## src/rtl/angle_tracking_unit.sv

```systemverilog
// ============================================================================
// Module   : angle_tracking_unit
// Brief    : Quadrature-encoder decoder producing a wrapping absolute angle.
//            Optional index-zeroing is enabled by defining ATU_INDEX_ZERO_EN.
// Revision : 1.0 - initial release
// ============================================================================
`default_nettype none

module angle_tracking_unit #(
    parameter int ANGLE_W        = 12,
    parameter int COUNTS_PER_REV = 4096,
    parameter int SYNC_STAGES    = 2
) (
    input  logic               clk,
    input  logic               n_reset,
    input  logic               enc_a,
    input  logic               enc_b,
    input  logic               enc_index,
    input  logic               atu_reset,
    input  logic               atu_monitor,
    output logic [ANGLE_W-1:0] current_angle,
    output logic               direction,
    output logic               step_pulse,
    output logic               quad_error
);

    localparam logic [ANGLE_W-1:0] c_angle_max   = ANGLE_W'(COUNTS_PER_REV - 1);
    localparam int                 SETTLE_W      = $clog2(SYNC_STAGES + 2);
    localparam logic [SETTLE_W-1:0] c_settle_done = SETTLE_W'(SYNC_STAGES + 1);

    logic [SYNC_STAGES-1:0] a_sync_q;
    logic [SYNC_STAGES-1:0] b_sync_q;
    logic [1:0]             prev_ab_q;
    logic [SETTLE_W-1:0]    settle_q;
    logic [ANGLE_W-1:0]     angle_q, angle_d;
    logic                   dir_q, dir_d;
    logic                   step_q, step_d;
    logic                   err_q, err_d;

    logic [1:0]             w_ab;
    logic [1:0]             w_pos;
    logic [1:0]             w_prev_pos;
    logic [1:0]             w_delta;
    logic                   w_settled;
    logic                   w_index_rise;
    logic [ANGLE_W-1:0]     w_angle_inc;
    logic [ANGLE_W-1:0]     w_angle_dec;

    always_ff @(posedge clk or negedge n_reset) begin
        if (!n_reset) begin
            a_sync_q  <= '0;
            b_sync_q  <= '0;
            prev_ab_q <= 2'b00;
            settle_q  <= '0;
        end else begin
            a_sync_q  <= {a_sync_q[SYNC_STAGES-2:0], enc_a};
            b_sync_q  <= {b_sync_q[SYNC_STAGES-2:0], enc_b};
            prev_ab_q <= w_ab;
            if (settle_q != c_settle_done) begin
                settle_q <= settle_q + 1'b1;
            end
        end
    end

`ifdef ATU_INDEX_ZERO_EN
    logic [SYNC_STAGES-1:0] idx_sync_q;
    logic                   idx_prev_q;

    always_ff @(posedge clk or negedge n_reset) begin
        if (!n_reset) begin
            idx_sync_q <= '0;
            idx_prev_q <= 1'b0;
        end else begin
            idx_sync_q <= {idx_sync_q[SYNC_STAGES-2:0], enc_index};
            idx_prev_q <= idx_sync_q[SYNC_STAGES-1];
        end
    end

    assign w_index_rise = idx_sync_q[SYNC_STAGES-1] & ~idx_prev_q;
`else
    logic w_index_unused;
    assign w_index_unused = enc_index;
    assign w_index_rise   = 1'b0;
`endif

    // Map Gray-coded AB onto a 0..3 phase so direction is a simple difference.
    assign w_ab        = {a_sync_q[SYNC_STAGES-1], b_sync_q[SYNC_STAGES-1]};
    assign w_pos       = {w_ab[1], w_ab[1] ^ w_ab[0]};
    assign w_prev_pos  = {prev_ab_q[1], prev_ab_q[1] ^ prev_ab_q[0]};
    assign w_delta     = w_pos - w_prev_pos;
    assign w_settled   = (settle_q == c_settle_done);
    assign w_angle_inc = (angle_q == c_angle_max) ? '0 : angle_q + 1'b1;
    assign w_angle_dec = (angle_q == '0) ? c_angle_max : angle_q - 1'b1;

    always_comb begin
        angle_d = angle_q;
        dir_d   = dir_q;
        step_d  = 1'b0;
        err_d   = err_q;
        if (w_settled) begin
            if (w_delta == 2'd2) begin
                err_d = 1'b1;
            end else if (atu_monitor && (w_delta == 2'd1)) begin
                angle_d = w_angle_inc;
                dir_d   = 1'b1;
                step_d  = 1'b1;
            end else if (atu_monitor && (w_delta == 2'd3)) begin
                angle_d = w_angle_dec;
                dir_d   = 1'b0;
                step_d  = 1'b1;
            end
            if (w_index_rise && atu_monitor) begin
                angle_d = '0;
            end
        end
        // Controller clear overrides any step, error or index event.
        if (atu_reset) begin
            angle_d = '0;
            err_d   = 1'b0;
            step_d  = 1'b0;
        end
    end

    always_ff @(posedge clk or negedge n_reset) begin
        if (!n_reset) begin
            angle_q <= '0;
            dir_q   <= 1'b0;
            step_q  <= 1'b0;
            err_q   <= 1'b0;
        end else begin
            angle_q <= angle_d;
            dir_q   <= dir_d;
            step_q  <= step_d;
            err_q   <= err_d;
        end
    end

    assign current_angle = angle_q;
    assign direction     = dir_q;
    assign step_pulse    = step_q;
    assign quad_error    = err_q;

endmodule

`default_nettype wire
```

## config.mk

```make
export PLATFORM = sky130hd
export DESIGN_NAME = angle_tracking_unit
export DESIGN_NICKNAME = d
export VERILOG_FILES = /design/src/rtl/angle_tracking_unit.sv
export SDC_FILE = /design/constraint.sdc
export NUM_CORES = 1
export LEC_CHECK = 0
export ABC_CLOCK_PERIOD_IN_PS = 2400
export CORE_MARGIN = 4
export CORE_UTILIZATION = 45
export CTS_CLUSTER_DIAMETER = 200
export DETAILED_ROUTE_END_ITERATION = 12
export DONT_BUFFER_PORTS = 1
export PLACE_DENSITY = 0.65
export SLEW_MARGIN = 20
export SYNTH_ARGS = -nofsm -noshare
export SYNTH_HDL_FRONTEND = slang
export SYNTH_SLANG_ARGS = --single-unit
```

## constraint.sdc

```tcl
create_clock -name clk -period 2.4 [get_ports clk]
set_input_delay 0.12 -clock clk [delete_from_list [all_inputs] [get_ports clk]]
set_output_delay 0.12 -clock clk [all_outputs]
set_load 0.02 [all_outputs]
```

==> flow_summary.yaml, run 1 <==
status:
  status: "finished, final reports clean"
flow_run:
  drv_cap: 0
sta:
  fin_skew_ps: 4.602
  slew_headroom_pct: 63.63
  maxSlewViolCount: 0
  final-hold-violation-count: 0
  finalSetupViolCount: 0
  worstMarginPinSlew_ps: 545.5
  post-route-min-period_ps: 2363
  fmax_mhz: 423.1
  period_share_pct: 98.48
  whs_ps: 1.202
  rsz0062_at_grt: "yes"
  setup_ws_ps: 36.53
clock_tree:
  htreeDepth: 1
  cts_buffer_depth: 2
  cts.sinks: 23
  numCtsBuffers: 3
  cts_tree: "yes"
  clock_latency_ps: 340
  clkTransAtPathRegs_ps: 140
  cts-root-buf: "clkbuf_4"
logic_synthesis:
  synth_top_area_share_pct: 38.62
  ys_ff_latch: 23
  synthCells: 170
  synth_edf_count: 0
  async_flop_share_pct: 100.0
  yosys.cell_types.count: 46
  yosysWarningCount: 0
  ys_top_cells_by_area: "dfrtp_1 (39%), nand2_1 (4.8%), ha_1 (4.2%), a21oi_1 (3.4%), o21ai_0 (3.4%)"
  ys.flop_type: "dfrtp_1"
  synth_largest_area_cell: "dfrtp_1"
  synth-seq-area-share_pct: 38.62
  avgSynthCellArea_sq_um: 8.766
  syn-num-nets: 182
  netlist_area_sq_um: 1490
global_route:
  grt_overflow: 0
  first_global_vias: 1475
  grt_start_max_net_pins: 24
  grt_pass1_wl_mm: 7.210
  grt_usage_pct: 21.86
  antenna_found_initial: 0
floorplanning:
  dieArea_sq_um: 4296
  initial_core_util_pct: 48.02
  dieWidth_um: 65.55
  core-area_sq_um: 3103
  ios: 22
  fp.dieH_um: 65.55
  row_count: 20
placement:
  pre_cts_ws_ps: 89.23
  io_buffers: 0
  dpl-instance-area_sq_um: 1675
  gp_congestion: 0.9493
  dp_cells: 225
  place_hpwl_mm: 3.016
routing:
  drt_first_pass_iters: 4
  wirelength_mm: 4.362
  viasPerCell: 6.151
  wl_per_cell_um: 18.33
  drt-initial-drc-count: 148
  ant_nets: 0
  vias: 1464
  drc: 0
worst_setup_path:
  slowest_stage: "dfrtp_1"
  worstPathArrival_ps: 2630
  cpPeakStageDelay_ps: 440
  worstPathRequired_ps: 2670
  critical_path_class: "register to register"
  crit_fanout: 3
  crit_path_start_kind: "register"
  cp_num_buf_inv: 0
  path_cells: "xnor2_1 -> ha_2 -> xor3_1 -> or3b_4 -> or3_4 -> a211o_1 -> o221ai_2"
  cpLargestDelayFamily: "simple AND/OR/NAND/NOR gates"
  cp-end-kind: "register"
final_layout:
  post-route-util_pct: 58.95
  layout_common_cells: "buf_4 (27), dfrtp_1 (23), nand2_1 (18)"
  fin_area_sq_um: 1829
  diodes: 0
  final_common_cell: "buf_4"
  nNetsFinal: 207
  drive_gt1_share_pct: 24.74
  stdcell_count: 238
  syn_to_final_growth_pct: 22.75
pwr:
  p_seq_share_pct: 30.9
  pwr-share-comb_pct: 57.0
  switching_share_pct: 45.78
  power_frac_clock_pct: 12.0
  power.switching_uw: 768.2
  p_leak_uw: 0.0007770
  p_int_uw: 909.7
  ir_drop_mv: 0.3803
  pwr_density_cell_nw_per_um2: 917.2
worst_hold_path:
  hp-class: "input port to register"
## metal layers
layer / vias to the layer above / global-route usage (%) / share of wire, %
met5: - / 0 / 0
met4: 0 / 8.549 / 2.2
met3: 11 / 3.932 / 8.6
met2: 65 / 34.39 / 45
met1: 705 / 29.66 / 44
li1: 683 / - / -
## worst paths after layout
| kind | start | endpoint | depth (start not counted) | slack, ps |
|---|---|---|---|---|
| worst max-delay path | a_sync_q[1] | current_angle[3] | 7 | 40 |
| min in group asynchronous | n_reset | current_angle[6] | 2 | 280 |
| max in group asynchronous | n_reset | current_angle[11] | 2 | 1760 |
| worst min-delay path | atu_reset | current_angle[6] | 2 | 1 |
| worst min register to register | b_sync_q[0] | b_sync_q[1] | 0 | 370 |
| worst max register to register | a_sync_q[1] | current_angle[3] | 7 | 40 |
## state kept, by name, summed over array words and instances (netlist names)
name,flops
a_sync_q,2
current_angle,12
b_sync_q,2
prev_ab_q,2
step_pulse,1
quad_error,1
direction,1
settle_q,2
## stage by stage
stage | power [uW] | TNS [ps]
finish | 1678 | 0
global route | 1792 | -132.0
CTS | 1610 | 0
detailed placement | 1396 | 0
global placement | 1371 | 0
floorplan | 1074 | 0
## worst reg2reg max path: cells and delay by family, from the launching register on
| kind | cells | cell delay [ps] |
|---|---|---|
| compound gates | 2 | 360 |
| flops | 1 | 440 |
| xor+xnor | 2 | 550 |
| simple gates | 2 | 750 |
| fa+ha+maj | 1 | 200 |
## power groups by stage
stage | Combinational [uW] | Clock (uW) | Sequential, uW
finish | 957 | 202 | 519
global route | 1050 | 216 | 527
CTS | 888 | 203 | 518
detailed placement | 870 | 0 | 527
global placement | 846 | 0 | 524
floorplan | 500 | 0 | 575
## synth_stat cells (2+ instances only)
cell       instances
nor3b_1            2
nand2b_1           2
o21ai_0           10
nor2_1             8
and4_1             2
clkbuf_1          12
o221ai_1           3
o211ai_1           5
a31o_2             2
xnor2_1            4
inv_1              9
a2111oi_0          3
a21oi_1           10
nor4_1             3
ha_1               5
nand4_1            3
a31oi_1            3
nor3_1             6
and3_1             2
dfrtp_1           23
a41o_1             2
nand2_1           19
nand3_1            9
## cell families after synthesis
logic type	share of synthesized area, %
simple gates	22.67
compound gates	22.92
flops	38.62
buf+inv	5.625
xor+xnor	4.534
fa+ha+maj	4.198
mux	1.427
## layout make-up
class                   instances  area, sq um
clock inverters                 1        7.507
fillers                       301         1274
well taps                      44        55.05
flip-flops and latches         23        575.6
inverters                       9        33.78
repair buffers                 33        262.8
multi-input cells             125        872.1
clock buffers                   3        22.52
## what timing repair did
action / in CTS / in global routing
hold endpoints to repair: 32 / 23
endpoints found under the setup margin: 0 / 4
resized for setup: 0 / 12
hold buffers: 4 / 1
setup buffers: 0 / 4
No activity file was read; power rests on OpenSTA's default activity.
==> inputs of run 2 (changes only) <==
- CTS_BUF_LIST: default -> sky130_fd_sc_hd__clkbuf_8 sky130_fd_sc_hd__clkbuf_16
==> run 2 against run 1 <==
Against the previous run: combinational power about the same; clock skew fell by 1.6 ps; highest routed layer unchanged; worst setup slack gained 12 ps; via count down 0.34%; first-iteration DRC count up 10%; cell count shrank 0.42%; cell area is 0.62% higher; worst hold slack better by 37 ps; largest cell class unchanged; total power increased by 3.4%; sequential power barely moved.
==> flow_summary.yaml, run 2 (synthesis gave the netlist of run 1 again) <==
clock_tree:
  clkTransAtPathRegs_ps: 90
  numCtsBuffers: 3
  cts.sinks: 23
  cts-root-buf: "clkbuf_8"
  cts_buffer_depth: 2
  clock_latency_ps: 280
  htreeDepth: 1
  cts_tree: "yes"
pwr:
  p_int_uw: 963.1
  power.switching_uw: 771.4
  p_leak_uw: 0.0007800
  power_frac_clock_pct: 14.9
  ir_drop_mv: 0.3758
  p_seq_share_pct: 29.9
  totalPowerFinal_uw: 1734
  pwr_density_cell_nw_per_um2: 942.4
  pwr-share-comb_pct: 55.2
  switching_share_pct: 44.48
global_route:
  grt_usage_pct: 21.53
  first_global_vias: 1475
  grt_overflow: 0
  grt_pass1_wl_mm: 7.086
  grt_start_max_net_pins: 24
  antenna_found_initial: 0
final_layout:
  syn_to_final_growth_pct: 23.51
  post-route-util_pct: 59.31
  nNetsFinal: 206
  drive_gt1_share_pct: 24.35
  largest_reg_flops: 12
  layout_common_cells: "buf_4 (26), dfrtp_1 (23), nand2_1 (18)"
  diodes: 0
  final_common_cell: "buf_4"
sta:
  fin_skew_ps: 2.979
  rsz0062_at_grt: "yes"
  finalSetupTns_ps: 0
  whs_ps: 37.81
  slew_headroom_pct: 64.05
  post-route-min-period_ps: 2352
  period_share_pct: 97.98
  final-hold-violation-count: 0
  maxSlewViolCount: 0
  finalSetupViolCount: 0
  fmax_mhz: 425.2
  worstMarginPinSlew_ps: 539.2
routing:
  wirelength_mm: 4.335
  drc: 0
  wl_per_cell_um: 18.29
  ant_nets: 0
  drt-initial-drc-count: 163
  viasPerCell: 6.156
  vias: 1459
  drt_first_pass_iters: 5
worst_setup_path:
  critical_path_class: "register to register"
  crit_path_start_kind: "register"
  worstPathArrival_ps: 2550
  path_cells: "xnor2_1 -> ha_2 -> xor3_1 -> or3b_4 -> or3_4 -> a211o_1 -> o221ai_2"
  crit_fanout: 3
  cpPeakStageDelay_ps: 420
  slowest_stage: "dfrtp_1"
  worstPathRequired_ps: 2600
  cp-end-kind: "register"
worst_hold_path:
  hp-class: "input port to register"
floorplanning:
  dieArea_sq_um: 4296
  fp.dieH_um: 65.55
  core-area_sq_um: 3103
  row_count: 20
  dieWidth_um: 65.55
  ios: 22
  initial_core_util_pct: 48.02
flow_run:
  drv_cap: 0
placement:
  place_hpwl_mm: 3.016
  io_buffers: 0
  gp_congestion: 0.9493
status:
  status: "finished, final reports clean"
run 2: per-stage QoR:
stage               setup WS (ps)  cells  instance area, sq um
floorplan                   96.26    170                  1490
global placement            138.9    225                  1675
detailed placement          89.23    225                  1675
CTS                         56.00    233                  1764
global route               -32.05    237                  1841
finish                      48.42    237                  1841
run 2: power groups by stage:
| stage | Clock (uW) | Sequential (uW) | Combinational, uW |
|---|---|---|---|
| after CTS | 267 | 519 | 888 |
| after detailed placement | 0 | 527 | 870 |
| after global routing | 279 | 527 | 1050 |
| after global placement | 0 | 524 | 846 |
| final | 258 | 519 | 957 |
| after floorplan | 0 | 575 | 500 |
run 2: timing repair:
item,in CTS,in global routing
endpoints found under the hold margin,31,23
gates resized for setup,0,12
hold buffers,4,1
setup buffers,0,3
endpoints found under the setup margin,0,5
run 2: path summary, 6_finish.rpt:
check	from	cells after the start	slack, ps	to
setup / recovery	a_sync_q[1]	7	50	current_angle[3]
hold / removal	atu_reset	3	40	current_angle[8]
setup reg to reg	a_sync_q[1]	7	50	current_angle[3]
hold reg to reg	b_sync_q[0]	0	360	b_sync_q[1]
max in group asynchronous	n_reset	2	1690	current_angle[11]
min in group asynchronous	n_reset	2	350	direction
run 2: worst max-delay path, delay by kind of cell (launching register included):
| kind | cells | cell delay (ps) |
|---|---|---|
| adders and majority gates | 1 | 200 |
| DFF | 1 | 420 |
| AOI/OAI and AO/OA | 2 | 360 |
| xor gates and xnor gates | 2 | 540 |
| and+or+nand+nor | 2 | 750 |
run 2: final cells by class:
type / instances / area (sq um)
Multi-Input combinational cell: 125 / 872.1
Clock buffer: 3 / 41.29
Clock inverter: 1 / 7.507
Fill cell: 298 / 1262
Timing Repair Buffer: 32 / 255.2
Sequential cell: 23 / 575.6
Tap cell: 44 / 55.05
Inverter: 9 / 33.78
run 2: routing by layer:
metal / vias up / track usage, % / wire length [um]
met5: - / 0 / 0
met4: 0 / 7.772 / 56
met3: 7 / 4.444 / 376
met2: 62 / 35.02 / 2037
met1: 710 / 28.16 / 1865
li1: 680 / - / -
==> inputs of run 3 (changes only) <==
--- a/config.mk
+++ b/config.mk
@@ -13,4 +13,5 @@
 export DETAILED_ROUTE_END_ITERATION = 12
 export DONT_BUFFER_PORTS = 1
+export GPL_ROUTABILITY_DRIVEN = 1
 export PLACE_DENSITY = 0.65
 export SLEW_MARGIN = 20
==> constraint.sdc (replaced) <==
create_clock -name clk -period 2.4 [get_ports clk]
set_input_delay 0 -clock clk [delete_from_list [all_inputs] [get_ports clk]]
set_output_delay 0 -clock clk [all_outputs]
set_load 0.02 [all_outputs]
==> run 3 against run 2 <==
Against the previous run: critical path depth unchanged; cell area decreased by 2.8%; worst hold slack improved by 44 ps; clock skew hardly changed; clock-buffer cell count unchanged; total power is 3.4% lower; worst setup slack improved by 15 ps; critical endpoint unchanged; sequential share of layout area grew 0.90 points.
==> flow_summary.yaml, run 3 (synthesis gave the netlist of run 1 again) <==
final_layout:
  diodes: 0
  layout_common_cells: "buf_4 (25), dfrtp_1 (23), nand2_1 (19)"
  fin_area_sq_um: 1789
  largest_reg_flops: 12
  stdcell_count: 235
  final_common_cell: "buf_4"
  nNetsFinal: 204
  syn_to_final_growth_pct: 20.07
  drive_gt1_share_pct: 19.90
pwr:
  ir_drop_mv: 0.6008
  p_leak_uw: 0.0007671
  pwr_density_cell_nw_per_um2: 936.8
  totalPowerFinal_uw: 1676
worst_setup_path:
  critical_path_class: "register to register"
  r2r_setup_slack_ps: 60
  cp-end-kind: "register"
  reg2regPathDepth: 7
  worstPathArrival_ps: 2520
  crit_fanout: 3
  crit_path_start_kind: "register"
  worstPathRequired_ps: 2590
  rr_startpoint: "a_sync_q[1]"
  reg2reg_to: "current_angle[3]"
sta:
  slew_headroom_pct: 64.89
  fin_skew_ps: 2.483
  final-hold-violation-count: 0
  maxSlewViolCount: 0
  worstMarginPinSlew_ps: 526.6
  finalSetupViolCount: 0
  fmax_mhz: 427.9
  period_share_pct: 97.37
  post-route-min-period_ps: 2337
  setup_ws_ps: 63.07
  rsz0062_at_grt: "yes"
  finalSetupTns_ps: 0
floorplanning:
  ios: 22
  dieArea_sq_um: 4296
  initial_core_util_pct: 48.02
  core-area_sq_um: 3103
  row_count: 20
  fp.dieH_um: 65.55
  dieWidth_um: 65.55
placement:
  io_buffers: 0
  gp_congestion: 0.9550
  dp_cells: 225
  dpl-instance-area_sq_um: 1675
  place_hpwl_mm: 2.951
  pre_cts_ws_ps: 88.49
worst_hold_path:
  hp-class: "input port to register"
  hold-path-cell-count: 3
  min_to: "current_angle[6]"
  min_from: "atu_reset"
clock_tree:
  clock_latency_ps: 260
  cts_buffer_depth: 2
  cts.sinks: 23
  htreeDepth: 1
  numCtsBuffers: 3
  cts-root-buf: "clkbuf_8"
  cts_tree: "yes"
  clkTransAtPathRegs_ps: 90
routing:
  ant_nets: 0
  vias: 1427
  wirelength_mm: 4.056
  drc: 0
  viasPerCell: 6.072
  wl_per_cell_um: 17.26
  drt-initial-drc-count: 152
  drt_first_pass_iters: 4
flow_run:
  drv_cap: 0
global_route:
  antenna_found_initial: 0
  grt_overflow: 0
  grt_start_max_net_pins: 24
  grt_usage_pct: 20.07
  first_global_vias: 1365
  grt_pass1_wl_mm: 6.693
status:
  status: "finished, final reports clean"
[run 3: metal layers]
layer  GRT usage, %  wire length [um]  up-vias
li1               -                 -      677
met1          27.79              1802      689
met2          31.73              1836       57
met3          4.274               374        4
met4          5.181                42        0
met5              0                 0        -
[run 3: critical path, stage by stage, from the launching register on]
cell and delay [ps]:
dfrtp_1 420, xnor2_1 170, ha_1 170, xor3_1 260, or3b_1 420, or3_1 380
a211o_1 290, o221ai_2 150
[run 3: worst max-delay path by stage]
stage	start	end	slack, ps
4_1_cts	a_sync_q[1]	current_angle[10]	50
2_1_floorplan	a_sync_q[1]	current_angle[3]	100
5_1_grt	a_sync_q[1]	current_angle[3]	-60
6_report	a_sync_q[1]	current_angle[3]	60
3_5_place_dp	a_sync_q[1]	current_angle[3]	90
3_3_place_gp	a_sync_q[1]	current_angle[3]	150
[run 3: cell type report]
class,count,area [sq um]
Clock buffer,3,41.29
Timing Repair Buffer,30,232.7
Tap cell,44,55.05
Inverter,9,33.78
Sequential cell,23,575.6
Fill cell,301,1314
Multi-Input combinational cell,125,843.3
Clock inverter,1,7.507
[run 3: stage by stage]
| stage | util, % | hold WS [ps] |
|---|---|---|
| after global routing | 57.66 | 100.2 |
| final | 57.66 | 81.44 |
| after global placement | 53.99 | -295.0 |
| after detailed placement | 53.99 | -295.0 |
| after CTS | 56.85 | 81.20 |
| after floorplan | - | -295.6 |
[run 3: what timing repair did]
item / in CTS / in global routing
hold endpoints to repair: 33 / 23
endpoints found under the setup margin: 0 / 5
buffers inserted: 0 / 1
gates resized for setup: 0 / 4
hold buffers: 4 / 1
[run 3: where the power goes]
group,internal (uW),switching [uW],leakage [uW]
Sequential,447,72.5,0.000289
Clock,117,134,0.0000217
Combinational,380,525,0.000456
Total,945,731,0.000767
